[src/rtl/ex_muldiv_stage.sv]
// ----------------------------------------------------------------------------
// ex_muldiv_stage
//
// EX-stage RV32M multiply/divide unit sitting directly behind the forwarding
// unit. It builds its operands from the ForwardA/ForwardB selects and latches
// them together with funct3 on the start cycle. It then iterates one bit per
// cycle: shift-add for multiply, restoring division for divide. While it is
// busy it requests a pipeline stall, and it presents the result for the
// EX/MEM register in DONE.
//
// Optional build macro: MULDIV_FAST_MUL_EN
//   Defined   : multiply ops use a single-cycle combinational multiplier and
//               go from IDLE straight to DONE.
//   Undefined : multiply ops are iterative and take XLEN cycles.
//
// Ports
//   clk            clock, all state on the rising edge
//   rst_n          asynchronous active-low reset
//   ex_valid       EX holds a valid instruction
//   ex_is_muldiv   EX instruction is an RV32M op
//   ex_funct3      000 MUL, 001 MULH, 010 MULHSU, 011 MULHU,
//                  100 DIV, 101 DIVU, 110 REM, 111 REMU
//   ex_rs1_data    rs1 from the ID/EX register
//   ex_rs2_data    rs2 from the ID/EX register
//   mem_fwd_data   forwarded value from the MEM stage
//   wb_fwd_data    forwarded value from the WB stage
//   ForwardA/B     operand selects: 10 MEM, 01 WB, 00/11 register file
//   flush          kill the EX instruction
//   pipe_hold      external stall keeping EX occupied (holds DONE)
//   stall_req      busy; freeze IF/ID/EX and send a bubble into MEM
//   result         computed value (zero outside DONE)
//   result_valid   result is valid this cycle
//
// state | meaning
// ------+-----------------------------------------------------------
// IDLE  | waiting for a muldiv instruction in EX
// CALC  | iterating one bit per cycle, counter counts XLEN-1 down to 0
// DONE  | result presented; held while pipe_hold is high
// ----------------------------------------------------------------------------
module ex_muldiv_stage #(
   parameter int XLEN = 32
) (
   input  logic            clk,
   input  logic            rst_n,
   input  logic            ex_valid,
   input  logic            ex_is_muldiv,
   input  logic [2:0]      ex_funct3,
   input  logic [XLEN-1:0] ex_rs1_data,
   input  logic [XLEN-1:0] ex_rs2_data,
   input  logic [XLEN-1:0] mem_fwd_data,
   input  logic [XLEN-1:0] wb_fwd_data,
   input  logic [1:0]      ForwardA,
   input  logic [1:0]      ForwardB,
   input  logic            flush,
   input  logic            pipe_hold,
   output logic            stall_req,
   output logic [XLEN-1:0] result,
   output logic            result_valid
);

   localparam int CW = $clog2(XLEN);
   localparam logic [XLEN-1:0] MIN_NEG = {1'b1, {(XLEN-1){1'b0}}};

   typedef enum logic [1:0] {
      IDLE = 2'd0,
      CALC = 2'd1,
      DONE = 2'd2
   } state_t;

   state_t            state_q, state_d;
   logic [CW-1:0]     cnt_q, cnt_d;
   logic [2*XLEN-1:0] acc_q, acc_d;
   logic [XLEN-1:0]   opb_q, opb_d;
   logic [2:0]        op_q, op_d;
   logic              neg_q, neg_d;
   logic [XLEN-1:0]   res_q, res_d;

   logic [XLEN-1:0]   opa, opb;
   logic              start;
   logic              is_div, sgn_a, sgn_b, a_neg, b_neg, neg_start;
   logic [XLEN-1:0]   mag_a, mag_b;
   logic              div_zero, div_ovf, special;
   logic [XLEN-1:0]   special_res;

   logic [XLEN:0]     mul_sum;
   logic [2*XLEN-1:0] mul_next;
   logic [XLEN:0]     rem_sh;
   logic [XLEN-1:0]   rem_diff;
   logic              rem_ge;
   logic [2*XLEN-1:0] div_next;
   logic [2*XLEN-1:0] step;
   logic [2*XLEN-1:0] prod_fix;
   logic [XLEN-1:0]   mul_res;
   logic [XLEN-1:0]   div_pick;
   logic [XLEN-1:0]   div_res;

   // Operand mux from the forwarding unit
   always_comb begin
      case (ForwardA)
         2'b10:   opa = mem_fwd_data;
         2'b01:   opa = wb_fwd_data;
         default: opa = ex_rs1_data;
      endcase
      case (ForwardB)
         2'b10:   opb = mem_fwd_data;
         2'b01:   opb = wb_fwd_data;
         default: opb = ex_rs2_data;
      endcase
   end

   // Reset gates start so that stall_req drops the moment rst_n goes low,
   // even while EX still holds the muldiv instruction.
   assign start = rst_n & ex_valid & ex_is_muldiv & ~flush & (state_q == IDLE);

   // Signedness of each operand for the incoming op. MUL is treated as
   // unsigned: its low half does not depend on operand signs.
   assign is_div = ex_funct3[2];
   assign sgn_a  = (ex_funct3 == 3'b001) | (ex_funct3 == 3'b010) |
                   (ex_funct3 == 3'b100) | (ex_funct3 == 3'b110);
   assign sgn_b  = (ex_funct3 == 3'b001) | (ex_funct3 == 3'b100) |
                   (ex_funct3 == 3'b110);
   assign a_neg  = sgn_a & opa[XLEN-1];
   assign b_neg  = sgn_b & opb[XLEN-1];
   assign mag_a  = a_neg ? (~opa + 1'b1) : opa;
   assign mag_b  = b_neg ? (~opb + 1'b1) : opb;

   // REM takes the dividend's sign; all other ops negate on a sign mismatch
   assign neg_start = (is_div & ex_funct3[1]) ? a_neg : (a_neg ^ b_neg);

   assign div_zero = is_div & (opb == '0);
   assign div_ovf  = ((ex_funct3 == 3'b100) | (ex_funct3 == 3'b110)) &
                     (opa == MIN_NEG) & (opb == '1);
   assign special  = div_zero | div_ovf;
   always_comb begin
      if (ex_funct3[1]) special_res = div_zero ? opa : '0;
      else              special_res = div_zero ? '1  : MIN_NEG;
   end

`ifdef MULDIV_FAST_MUL_EN
   logic [2*XLEN-1:0] fast_prod;
   logic [2*XLEN-1:0] fast_fix;
   logic [XLEN-1:0]   fast_res;
   always_comb begin
      fast_prod = {{XLEN{1'b0}}, mag_a} * {{XLEN{1'b0}}, mag_b};
      fast_fix  = neg_start ? (~fast_prod + 1'b1) : fast_prod;
      fast_res  = (ex_funct3[1:0] == 2'b00) ? fast_fix[XLEN-1:0] : fast_fix[2*XLEN-1:XLEN];
   end
`endif

   // Multiply step: acc = {partial high, remaining multiplier}, add the
   // multiplicand when the multiplier LSB is set, then shift right.
   always_comb begin
      mul_sum  = {1'b0, acc_q[2*XLEN-1:XLEN]} + (acc_q[0] ? {1'b0, opb_q} : '0);
      mul_next = {mul_sum, acc_q[XLEN-1:1]};
   end

   // Restoring divide step: acc = {remainder, dividend/quotient}. The shifted
   // remainder needs XLEN+1 bits; after a successful subtract it is below the
   // divisor again, so the XLEN-bit difference is exact.
   always_comb begin
      rem_sh   = acc_q[2*XLEN-1:XLEN-1];
      rem_ge   = (rem_sh >= {1'b0, opb_q});
      rem_diff = rem_sh[XLEN-1:0] - opb_q;
      div_next = rem_ge ? {rem_diff,          acc_q[XLEN-2:0], 1'b1}
                        : {rem_sh[XLEN-1:0],  acc_q[XLEN-2:0], 1'b0};
   end

   always_comb begin
      step     = op_q[2] ? div_next : mul_next;
      prod_fix = neg_q ? (~step + 1'b1) : step;
      mul_res  = (op_q[1:0] == 2'b00) ? prod_fix[XLEN-1:0] : prod_fix[2*XLEN-1:XLEN];
      div_pick = op_q[1] ? step[2*XLEN-1:XLEN] : step[XLEN-1:0];
      div_res  = neg_q ? (~div_pick + 1'b1) : div_pick;
   end

   always_comb begin
      state_d = state_q;
      cnt_d   = cnt_q;
      acc_d   = acc_q;
      opb_d   = opb_q;
      op_d    = op_q;
      neg_d   = neg_q;
      res_d   = res_q;
      case (state_q)
         IDLE: begin
            if (start) begin
               op_d  = ex_funct3;
               neg_d = neg_start;
               cnt_d = CW'(XLEN-1);
               if (special) begin
                  res_d   = special_res;
                  state_d = DONE;
`ifdef MULDIV_FAST_MUL_EN
               end else if (!is_div) begin
                  res_d   = fast_res;
                  state_d = DONE;
`endif
               end else if (is_div) begin
                  acc_d   = {{XLEN{1'b0}}, mag_a};
                  opb_d   = mag_b;
                  state_d = CALC;
               end else begin
                  acc_d   = {{XLEN{1'b0}}, mag_b};
                  opb_d   = mag_a;
                  state_d = CALC;
               end
            end
         end
         CALC: begin
            acc_d = step;
            if (cnt_q == '0) begin
               res_d   = op_q[2] ? div_res : mul_res;
               state_d = DONE;
            end else begin
               cnt_d = cnt_q - 1'b1;
            end
         end
         DONE: begin
            if (!pipe_hold) state_d = IDLE;
         end
         default: state_d = IDLE;
      endcase
      if (flush) state_d = IDLE;
   end

   always_ff @(posedge clk or negedge rst_n) begin
      if (!rst_n) begin
         state_q <= IDLE;
         cnt_q   <= '0;
         acc_q   <= '0;
         opb_q   <= '0;
         op_q    <= '0;
         neg_q   <= 1'b0;
         res_q   <= '0;
      end else begin
         state_q <= state_d;
         cnt_q   <= cnt_d;
         acc_q   <= acc_d;
         opb_q   <= opb_d;
         op_q    <= op_d;
         neg_q   <= neg_d;
         res_q   <= res_d;
      end
   end

   assign stall_req    = start | ((state_q == CALC) & ~flush);
   assign result_valid = (state_q == DONE);
   assign result       = result_valid ? res_q : '0;

endmodule

[config.mk]
export PLATFORM = sky130hd
export DESIGN_NAME = ex_muldiv_stage
export DESIGN_NICKNAME = d
export VERILOG_FILES = /design/src/rtl/ex_muldiv_stage.sv
export SDC_FILE = /design/constraint.sdc
export NUM_CORES = 1
export LEC_CHECK = 0
export BUFFER_PORTS_ARGS = -buffer_cell sky130_fd_sc_hd__buf_2
export CORE_MARGIN = 2
export CORE_UTILIZATION = 37
export DETAILED_ROUTE_END_ITERATION = 12
export SLEW_MARGIN = 0
export SYNTH_ARGS = -nofsm -noshare
export SYNTH_HDL_FRONTEND = slang
export SYNTH_SLANG_ARGS = --single-unit
export TNS_END_PERCENT = 10
[constraint.sdc]
create_clock -name clk -period 9.4 [get_ports clk]
set_clock_uncertainty 0.05 [all_clocks]
set_input_delay 0.94 -clock clk [delete_from_list [all_inputs] [get_ports clk]]
set_output_delay 0.94 -clock clk [all_outputs]
set_load 0.02 [all_outputs]
==> results.yml <==
status:
  status: "complete, no violations"
setup_path:
  required_ns: 9.70
  r2r_end: "res_q[22]"
  cp_top_family: "simple AND/OR/NAND/NOR gates"
  worstSetupEndpointType: "flop"
  critPathKind: "in2reg"
  critPathBufInv: 5
  r2r-start: "acc_q[49]"
  crit_chain: "buf_2 > inv_1 > ha_1 > buf_4 > inv_2 > o21ai_1 > ha_1 > nand4_1 > nor4_1 > nand4bb_1 > o31ai_1 > or3_2 > nand2b_2 > buf_4 > a211oi_1 > a21o_1"
  crit_slowest_cell: "nor4_1"
  rrSetupSlack_ns: 2.40
  crit_arrival_ns: 7.83
  path_depth: 16
  cp_max_fo: 50
  critPathLaunchType: "input pin"
  r2r_cells: 19
  crit_path_max_incr_delay_ns: 0.93
floorplan:
  rows: 82
  fp.dieH_um: 229.2
  coreArea_um2: 50070
  fp.dieArea_um2: 52540
  start_util_pct: 37.49
  num_io_pins: 175
  dieWidth_um: 229.2
sta:
  fin_crit_ns: 7.529
  finalSetupViolCount: 0
  fmax_mhz: 132.8
  maxSlewHeadroom_pct: 12.12
  slew_violations: 0
  finalHoldViolCount: 0
  tightest_slew_ns: 1.304
  setup_tns_ns: 0
  period_share_pct: 80.10
  grt_setup_unrepaired: "no"
yosys:
  async_flop_share_pct: 100.0
  postSynthCellCount: 2623
  yosysWarnings: 0
  synth-seq-cells: 139
  synth-main-ff-cell: "dfrtp_1"
  syn_area_um2: 18770
  synth_cell_types: 102
  synth_top_area_share_pct: 18.53
  syn_area_per_cell_um2: 7.155
  synth-edff-count: 0
  yosysMostFrequentCell: "a21oi_1"
  synthTopCellsByCount: "a21oi_1, nand2_1, o21ai_0, nor2_1, clkbuf_1"
  synth_area_leaders: "dfrtp_1, a21oi_1, o21ai_0"
  ys_seq_area_share_pct: 18.53
  synth_nets: 2841
  yosysTopAreaCell: "dfrtp_1"
cells_and_area:
  finish.utilization_pct: 41.13
  area_growth_pct: 9.720
  multi_input_area_um2: 14210
  fin_area_um2: 20590
  filler_cell_count: 5352
  final_cells: 3335
  layout-drive-gt1-share_pct: 12.98
  register_area_um2: 3485
  num-nets-final: 2864
power:
  power_density_nw_per_um2: 321.5
  ir_worst_vdd_mv: 0.1383
  fin_total_pwr_mw: 6.621
  leakage_nw: 8.375
placed_design:
  gp_congestion: 1.009
  dpl.cell_count: 3299
  numPortBuffers: 174
  placed_cell_area_um2: 19940
  hpwl_um: 68400
clock_tree:
  cts.htree.levels: 4
  cts_repair_resize_count: 0
  path_clk_slew_ns: 0.07
  cts_buffers: 17
  root_buffer: "clkbuf_16"
  cts.sinks: 139
  cts_setup_buffers: 0
  cts_hold_buf: 0
  clock_latency_ns: 0.46
  cts_tree: "yes"
  clock_path_buffers: 2
detailed_routing:
  ant_nets: 0
  dr.pass1.iters: 8
  drt_iter0_drc: 2855
  drt-wirelength-per-cell_um: 26.49
  drc: 0
  vias: 22021
  routed_wl_um: 88350
  vias_per_cell: 6.603
global_route:
  grt-ovfl-total: 0
  grt_max_degree: 87
  grt_pass1_vias: 20587
  grtUsageTotal_pct: 32.70
  antenna_found_initial: 9
  grt_pass1_wl_um: 131200
job:
  drv_cap: 0
min_path:
  hold_class: "in2async"
[stage by stage]
step	worst slack, ns	hold WS [ns]
after floorplan	4.033	0.3910
after global placement	1.447	0.4064
after detailed placement	1.531	0.4133
after CTS	2.008	0.3766
after global routing	1.472	0.3927
final	1.871	0.3672
[routing by layer]
layer	GRT usage [%]	vias to the layer above	routed length, µm
met5	0	-	41
met4	18.53	6	5366
met3	5.939	258	8081
met2	51.08	1363	39020
met1	42.40	10560	35840
li1	-	9834	-
[kinds of logic after synthesis]
kind of cell	after synthesis	share of synthesized area (%)
buffers and inverters	277	5.933
AND/OR/NAND/NOR	911	24.00
multiplexers	77	4.320
XOR/XNOR	158	7.373
adder cells (fa/ha/maj)	77	5.213
AO/OA/AOI/OAI	984	34.63
flip-flops	139	18.53
[power by group]
part | internal (mW) | switching, mW | leakage [nW]
Clock | 0.477 | 0.305 | 0.310
Combinational | 1.58 | 3.18 | 6.34
Sequential | 0.787 | 0.292 | 1.73
Total | 2.85 | 3.77 | 8.38
[layout make-up]
type / instances / share of cell area, %
diodes: 5 / 0.06076
inverters: 73 / 1.331
flip-flops and latches: 139 / 16.92
clock buffers: 20 / 2.169
well taps: 672 / 4.083
multi-input cells: 2207 / 68.99
clock inverters: 11 / 0.9418
repair buffers: 208 / 5.499
[cell usage in the layout, fill, tap and decap left out, types with 23 or more instances in the layout]
cell type,count
o21ai_0,238
mux2_2,32
a211oi_1,89
xnor2_1,91
a221o_1,52
a21oi_1,257
and2_1,78
or2_2,27
mux2i_1,45
dfrtp_1,136
buf_2,173
nor3_1,74
nand2_1,253
xor2_1,67
o211ai_1,36
a21o_1,33
nor2_1,221
buf_4,34
a221oi_1,23
ha_1,75
a31oi_1,48
nand4_1,32
nand3_1,71
inv_1,71
[worst max-delay path by stage]
stage           startpoint  slack, ns         to
6_report       ForwardA[0]       1.87  opb_q[30]
5_1_grt        ForwardA[0]       1.47  opb_q[30]
4_1_cts        ForwardA[0]       2.01  opb_q[30]
3_5_place_dp   ForwardA[0]       1.53  opb_q[30]
3_3_place_gp   ForwardA[0]       1.45  opb_q[30]
2_1_floorplan  ForwardB[0]       4.03  res_q[30]
[sequential cells by signal, summed over array words and instances (netlist names)]
| name | flops |
|---|---|
| neg_q | 1 |
| state_q | 2 |
| acc_q | 64 |
| cnt_q | 5 |
| res_q | 32 |
| opb_q | 32 |
| op_q | 3 |
Note: power is estimated with default switching activity, not from simulation.
